--- src/rtl/spi_dac_streamer.sv ---
// spi_dac_streamer: paced SPI streamer for MCP49x1/49x2-class DACs.
// A sample trigger (internal tick or external start) captures all channels,
// shifts one 16-bit command word per channel, then pulses LDAC once.

module spi_dac_streamer #(
  parameter int   DATA_W   = 10,
  parameter int   NCH      = 1,
  parameter int   SCK_DIV  = 25,
  parameter int   TICK_DIV = 5000,
  parameter logic CFG_BUF  = 1'b0,
  parameter logic CFG_GA_N = 1'b1
) (
  input  logic                  i_sysclk,
  input  logic                  i_rst_n,
  input  logic                  i_tick_en,
  input  logic                  i_start,
  input  logic                  i_dac_en,
  input  logic [NCH*DATA_W-1:0] i_data_in,
  input  logic                  i_ovr_clr,
  output logic                  o_dac_sdi,
  output logic                  o_dac_cs,
  output logic                  o_dac_sck,
  output logic                  o_dac_ld,
  output logic                  o_busy,
  output logic                  o_tick,
  output logic                  o_overrun
);

  localparam int DIV_W = (SCK_DIV > 1) ? $clog2(SCK_DIV) : 1;
  localparam int TCK_W = $clog2(TICK_DIV);
  localparam logic [DIV_W-1:0] DIV_LAST  = DIV_W'(SCK_DIV - 1);
  localparam logic [TCK_W-1:0] TICK_LAST = TCK_W'(TICK_DIV - 1);

  typedef enum logic [2:0] {
    S_IDLE,
    S_SETUP,
    S_SHIFT,
    S_HOLD,
    S_GAP,
    S_LOAD
  } state_t;

  state_t                  r_state;
  logic [DIV_W-1:0]        r_divCnt;
  logic [3:0]              r_bitCnt;
  logic                    r_ch;
  logic [15:0]             r_shift;
  logic [NCH*DATA_W-1:0]   r_data;
  logic                    r_dacEn;
  logic [TCK_W-1:0]        r_tickCnt;

  logic                    w_trig;
  logic                    w_divDone;
  logic [15:0]             w_firstWord;
  logic [15:0]             w_secondWord;

  // Command word: channel select, buffer, gain, shutdown, left-justified sample.
  function automatic logic [15:0] makeWord(input logic chBit, input logic en,
                                           input logic [DATA_W-1:0] sample);
    logic [11:0] field;
    field = 12'(sample) << (12 - DATA_W);
    return {chBit, CFG_BUF, CFG_GA_N, en, field};
  endfunction

  assign o_tick       = (r_tickCnt == TICK_LAST);
  assign w_trig       = o_tick | i_start;
  assign w_divDone    = (r_divCnt == DIV_LAST);
  assign w_firstWord  = makeWord(1'b0, i_dac_en, i_data_in[DATA_W-1:0]);
  assign w_secondWord = makeWord(1'b1, r_dacEn, r_data[NCH*DATA_W-1 -: DATA_W]);

  // Sample-rate counter: wraps every TICK_DIV cycles, parked at zero when disabled.
  always_ff @(posedge i_sysclk or negedge i_rst_n) begin
    if (!i_rst_n) begin
      r_tickCnt <= '0;
    end else if (!i_tick_en || r_tickCnt == TICK_LAST) begin
      r_tickCnt <= '0;
    end else begin
      r_tickCnt <= r_tickCnt + TCK_W'(1);
    end
  end

  // Sticky overrun: a trigger that lands mid-transfer is lost; set beats clear.
  always_ff @(posedge i_sysclk or negedge i_rst_n) begin
    if (!i_rst_n) begin
      o_overrun <= 1'b0;
    end else if (w_trig && r_state != S_IDLE) begin
      o_overrun <= 1'b1;
    end else if (i_ovr_clr) begin
      o_overrun <= 1'b0;
    end
  end

  // Transfer sequencer: SETUP/SHIFT/HOLD/GAP per channel, then one LDAC pulse.
  always_ff @(posedge i_sysclk or negedge i_rst_n) begin
    if (!i_rst_n) begin
      r_state   <= S_IDLE;
      r_divCnt  <= '0;
      r_bitCnt  <= '0;
      r_ch      <= 1'b0;
      r_shift   <= '0;
      r_data    <= '0;
      r_dacEn   <= 1'b0;
      o_dac_sdi <= 1'b0;
      o_dac_cs  <= 1'b1;
      o_dac_sck <= 1'b0;
      o_dac_ld  <= 1'b1;
      o_busy    <= 1'b0;
    end else begin
      case (r_state)
        S_IDLE: begin
          if (w_trig) begin
            r_data    <= i_data_in;
            r_dacEn   <= i_dac_en;
            r_ch      <= 1'b0;
            r_shift   <= w_firstWord;
            o_dac_sdi <= w_firstWord[15];
            o_dac_cs  <= 1'b0;
            o_dac_sck <= 1'b0;
            o_busy    <= 1'b1;
            r_divCnt  <= '0;
            r_state   <= S_SETUP;
          end
        end
        S_SETUP: begin
          if (w_divDone) begin
            r_divCnt <= '0;
            r_bitCnt <= '0;
            r_state  <= S_SHIFT;
          end else begin
            r_divCnt <= r_divCnt + DIV_W'(1);
          end
        end
        S_SHIFT: begin
          if (w_divDone) begin
            r_divCnt <= '0;
            if (!o_dac_sck) begin
              o_dac_sck <= 1'b1;
            end else begin
              o_dac_sck <= 1'b0;
              if (r_bitCnt == 4'd15) begin
                r_state <= S_HOLD;
              end else begin
                r_bitCnt  <= r_bitCnt + 4'd1;
                r_shift   <= {r_shift[14:0], 1'b0};
                o_dac_sdi <= r_shift[14];
              end
            end
          end else begin
            r_divCnt <= r_divCnt + DIV_W'(1);
          end
        end
        S_HOLD: begin
          if (w_divDone) begin
            r_divCnt <= '0;
            o_dac_cs <= 1'b1;
            r_state  <= S_GAP;
          end else begin
            r_divCnt <= r_divCnt + DIV_W'(1);
          end
        end
        S_GAP: begin
          if (w_divDone) begin
            r_divCnt <= '0;
            if (r_ch == 1'(NCH - 1)) begin
              o_dac_ld <= 1'b0;
              r_state  <= S_LOAD;
            end else begin
              r_ch      <= 1'b1;
              r_shift   <= w_secondWord;
              o_dac_sdi <= w_secondWord[15];
              o_dac_cs  <= 1'b0;
              r_state   <= S_SETUP;
            end
          end else begin
            r_divCnt <= r_divCnt + DIV_W'(1);
          end
        end
        S_LOAD: begin
          if (w_divDone) begin
            r_divCnt  <= '0;
            o_dac_ld  <= 1'b1;
            o_dac_sdi <= 1'b0;
            o_busy    <= 1'b0;
            r_state   <= S_IDLE;
          end else begin
            r_divCnt <= r_divCnt + DIV_W'(1);
          end
        end
        default: begin
          r_state <= S_IDLE;
        end
      endcase
    end
  end

endmodule

--- config.mk ---
export PLATFORM = sky130hd
export DESIGN_NAME = spi_dac_streamer
export DESIGN_NICKNAME = d
export VERILOG_FILES = /design/src/rtl/spi_dac_streamer.sv
export SDC_FILE = /design/constraint.sdc
export NUM_CORES = 1
export LEC_CHECK = 0
export CORE_UTILIZATION = 53
export DETAILED_ROUTE_END_ITERATION = 8
export HOLD_SLACK_MARGIN = 0.1
export PLACE_DENSITY_LB_ADDON = 0.05
export SKIP_LAST_GASP = 1
export SLEW_MARGIN = 20
export SYNTH_ARGS = -nofsm -noshare
export SYNTH_HDL_FRONTEND = slang
export SYNTH_SLANG_ARGS = --single-unit
export TNS_END_PERCENT = 10
--- constraint.sdc ---
create_clock -name i_sysclk -period 2.1 [get_ports i_sysclk]
set_clock_uncertainty 0.15 [all_clocks]
set_input_delay 0.21 -clock i_sysclk [delete_from_list [all_inputs] [get_ports i_sysclk]]
set_output_delay 0.21 -clock i_sysclk [all_outputs]
set_load 0.01 [all_outputs]
==> results.txt <==
Status: finished with violations
Failing checks: DRC, setup timing
Period utilization: 1.12
Std cell rows: 27
Final setup violating endpoints: 30
Most used DFF post-synth: dfrtp_1
CTS root buf: clkbuf_8
CP required: 2.14 ns
Worst Path Class, Setup: flip-flop to flip-flop
Worst vdd ir: 0.250 mV
Cell taking the most area after synthesis: dfrtp_1
CP cell instances: ha_2, or4bb_1, buf_4, o31a_4, nor2_4, buf_12, mux2_2
Worst skew pair latency: 0.30 ns
Mapped Cells: 311
CTS tree: yes
Final core occ: 0.662
Share of layout cells above drive strength 1: 0.183
Vias per std cell: 5.68
Die ar.: 0.00598 sq mm
Ant diodes: 0
Slew HR: 0.738
Synth Register Bits: 55
Register area share after synthesis: 0.458
Antenna violations before repair: 0
Largest family of logic cells by synthesized area: simple AND/OR/NAND/NOR gates
Netlist cell types: 54
Post-synthesis compound-gate area fraction: 0.149
Post-Syn Area per Cell: 9.67 sq um
Synth top area share: 0.441
First-pass GRT wire length: 11300 um
Number of synthesized flops with an enable pin: 0
Min Clock Period, post-route: 2.36 ns
Setup repair after global routing missed its margin: yes
Synth area leaders: dfrtp_1, nor2_1, mux2i_1
Mapped Area: 0.00301 sq mm
Clock Sinks: 55
R2R setup slack: -0.26 ns
Fillers: 468
WL final: 6450 um
Sw Pwr: 404 uW
Vias in the first global route: 2478
GR Util All Layers: 0.237
I/O pin count: 23
Multi-input combinational cell area: 0.00147 sq mm
Worst Setup End Kind: flip-flop
Largest net degree at the start of global routing: 56
# nets final: 380
IO Port Bufs: 22
Sequential share of power: 0.608
Clk buf depth: 2
Pint: 1.40 mW
Crit-path slowest cell: or4bb_1
Die X: 77.3 um
Core Box Area: 0.00547 sq mm
Sw Share: 0.225
Pleak: 1.55 nW
Wire per inst: 14.9 um
Dpl ws: -0.324 ns
Final Hold Viols: 0
Mux cell area share after synthesis: 0.0998
Syn. warnings: 0
Clk pwr share: 0.310
DRC violation total after the first TritonRoute iteration: 136
CP max stage delay: 0.45 ns
Post-synthesis simple-gate area fraction: 0.184
FMAX: 424 MHz
CTS Buf Count: 5
Final setup margin: -0.259 ns
First-pass detailed-route iteration total: 6
Die height: 77.3 um
Worst Path Max Fanout: 11
FF/Latch Area: 0.00138 sq mm
DRT antenna net count: 0
Initial Util: 0.550
Max-slew violations: 0
Post-synth net total: 331
Max-cap violation count: 0
Final HPWL DP: 4530 um
Area Growth Syn to Fin: 20.4%
Remaining Overflow, GRT: 0
CP arrival: 2.40 ns
Routability-driven placement congestion ratio: 0.810
Via count: 2461
CP startpoint kind: flip-flop
Ys async rst share: 1.00
Remaining DRCs: 2
H-tree Lvls: 2
Worst-Margin Slew: 0.389 ns
Adder-Cell Fraction of Synth Area: 0.0166
Combinational Power Share: 0.082
Min-Delay Path Class: primary input to async pin
Post-Synth XOR/XNOR Area: 0.0349
Pwr Density: 497 mW/mm^2
Worst-path clk slew: 0.09 ns
routing by layer:
| layer | track usage | vias up | share of wire |
|---|---|---|---|
| li1 | - | 1219 | - |
| met1 | 0.316 | 1189 | 0.47 |
| met2 | 0.396 | 48 | 0.48 |
| met3 | 0.0435 | 5 | 0.040 |
| met4 | 0.0623 | 0 | 0.0081 |
| met5 | 0 | - | 0 |
final cells by class:
class                   count  area share
multi-input cells         217       0.404
flip-flops and latches     55       0.381
well taps                  72      0.0249
repair buffers             59       0.145
inverters                  22      0.0228
clock buffers               8      0.0221
synthesized netlist by cell type (2+ instances only):
| master | n |
|---|---|
| dfrtp_1 | 53 |
| nor2_1 | 38 |
| nand2_1 | 24 |
| inv_1 | 22 |
| a31oi_1 | 14 |
| clkbuf_1 | 13 |
| o21ai_0 | 13 |
| mux2i_1 | 12 |
| nand3_1 | 10 |
| o211ai_1 | 10 |
| o221ai_1 | 10 |
| mux2_2 | 9 |
| xnor2_1 | 8 |
| nor4_1 | 7 |
| nor3_1 | 5 |
| ha_1 | 4 |
| nand4_1 | 4 |
| xor2_1 | 4 |
| a21oi_1 | 3 |
| mux2_4 | 3 |
| a22o_1 | 2 |
| and3_1 | 2 |
| buf_8 | 2 |
| dfstp_2 | 2 |
| nand2b_1 | 2 |
| nand4b_1 | 2 |
| nor2b_1 | 2 |
| nor3b_1 | 2 |
| o22ai_1 | 2 |
| or2_2 | 2 |
| or3_1 | 2 |
worst paths after layout:
check                                             from                       to  cells past startpoint
max in group asynchronous                      i_rst_n     o_dac_cs$_DFFE_PN1P_                      3
worst max-delay path            r_tickCnt[0]$_DFF_PN0_    r_data[3]$_DFFE_PN0P_                      7
min in group i_sysclk                        i_ovr_clr    o_overrun$_DFFE_PN0P_                      2
worst min register to register    o_dac_ld$_DFFE_PN1P_     o_dac_ld$_DFFE_PN1P_                      2
worst min-delay path                           i_rst_n  r_divCnt[4]$_DFFE_PN0P_                      3
worst max register to register  r_tickCnt[0]$_DFF_PN0_    r_data[3]$_DFFE_PN0P_                      7
cells by family after synthesis:
logic type	after synthesis
AOI/OAI and AO/OA	64
xor gates and xnor gates	12
adders and majority gates	4
buffers and inverters	39
DFF	55
muxes	26
and+or+nand+nor	111
cell usage in the layout (no fill, tap or decap), types with 2 or more instances in the layout:
cell / count
dfrtp_1: 53
nor2_1: 38
buf_4: 33
nand2_1: 24
inv_1: 22
clkdlybuf4s50_1: 20
a31oi_1: 14
o21ai_0: 13
mux2i_1: 12
nand3_1: 10
o211ai_1: 10
o221ai_1: 10
mux2_2: 9
xnor2_1: 8
nor4_1: 7
nor3_1: 5
clkbuf_8: 5
nand4_1: 4
xor2_1: 4
a21oi_1: 3
mux2_4: 3
ha_1: 3
clkbuf_1: 3
nand4b_1: 2
or3_1: 2
and3_1: 2
nand2b_1: 2
o22ai_1: 2
nor3b_1: 2
or2_2: 2
nor2b_1: 2
a22o_1: 2
dfstp_2: 2
buf_12: 2
registers in the layout, indices dropped and copies added (netlist names):
signal	count
r_divCnt	5
r_shift	13
r_state	3
r_tickCnt	13
r_dacEn	1
r_bitCnt	4
o_overrun	1
o_busy	1
o_dac_ld	1
o_dac_cs	1
o_dac_sdi	1
r_data	10
o_dac_sck	1
what timing repair did:
item,in CTS,in global routing
endpoints found under the setup margin,37,45
hold buffers,1,0
setup buffers,1,0
pin swaps,1,0
gates resized for setup,4,1
hold endpoints to repair,55,0
stage by stage:
| stage | setup TNS, ns | power (mW) | instances | cell area (sq um) | hold slack (ns) |
|---|---|---|---|---|---|
| 5_1_grt | -8.78 | 1.89 | 433 | 3620 | 0.314 |
| 3_3_place_gp | -2.29 | 1.26 | 423 | 3520 | 0.0824 |
| 3_5_place_dp | -4.05 | 1.26 | 423 | 3520 | 0.0832 |
| 2_1_floorplan | -3.36 | 1.17 | 311 | 3010 | -0.236 |
| 6_report | -5.29 | 1.80 | 433 | 3620 | 0.277 |
| 4_1_cts | -4.76 | 1.83 | 433 | 3620 | 0.283 |
power groups by stage:
stage | sequential (mW) | combinational (mW) | clock [mW]
2_1_floorplan | 1.12 | 0.0563 | 0
6_report | 1.09 | 0.148 | 0.558
3_3_place_gp | 1.11 | 0.146 | 0
4_1_cts | 1.10 | 0.151 | 0.582
3_5_place_dp | 1.12 | 0.149 | 0
5_1_grt | 1.10 | 0.166 | 0.622
worst max-delay path, delay by kind of cell, from the launching register on:
| kind | cells | cell delay [ns] |
|---|---|---|
| AND/OR/NAND/NOR | 2 | 0.58 |
| AO/OA/AOI/OAI | 1 | 0.31 |
| buffers and inverters | 2 | 0.32 |
| multiplexers | 1 | 0.33 |
| adder cells (fa/ha/maj) | 1 | 0.18 |
| flip-flops | 1 | 0.38 |
(Power assumes the default switching activity.)
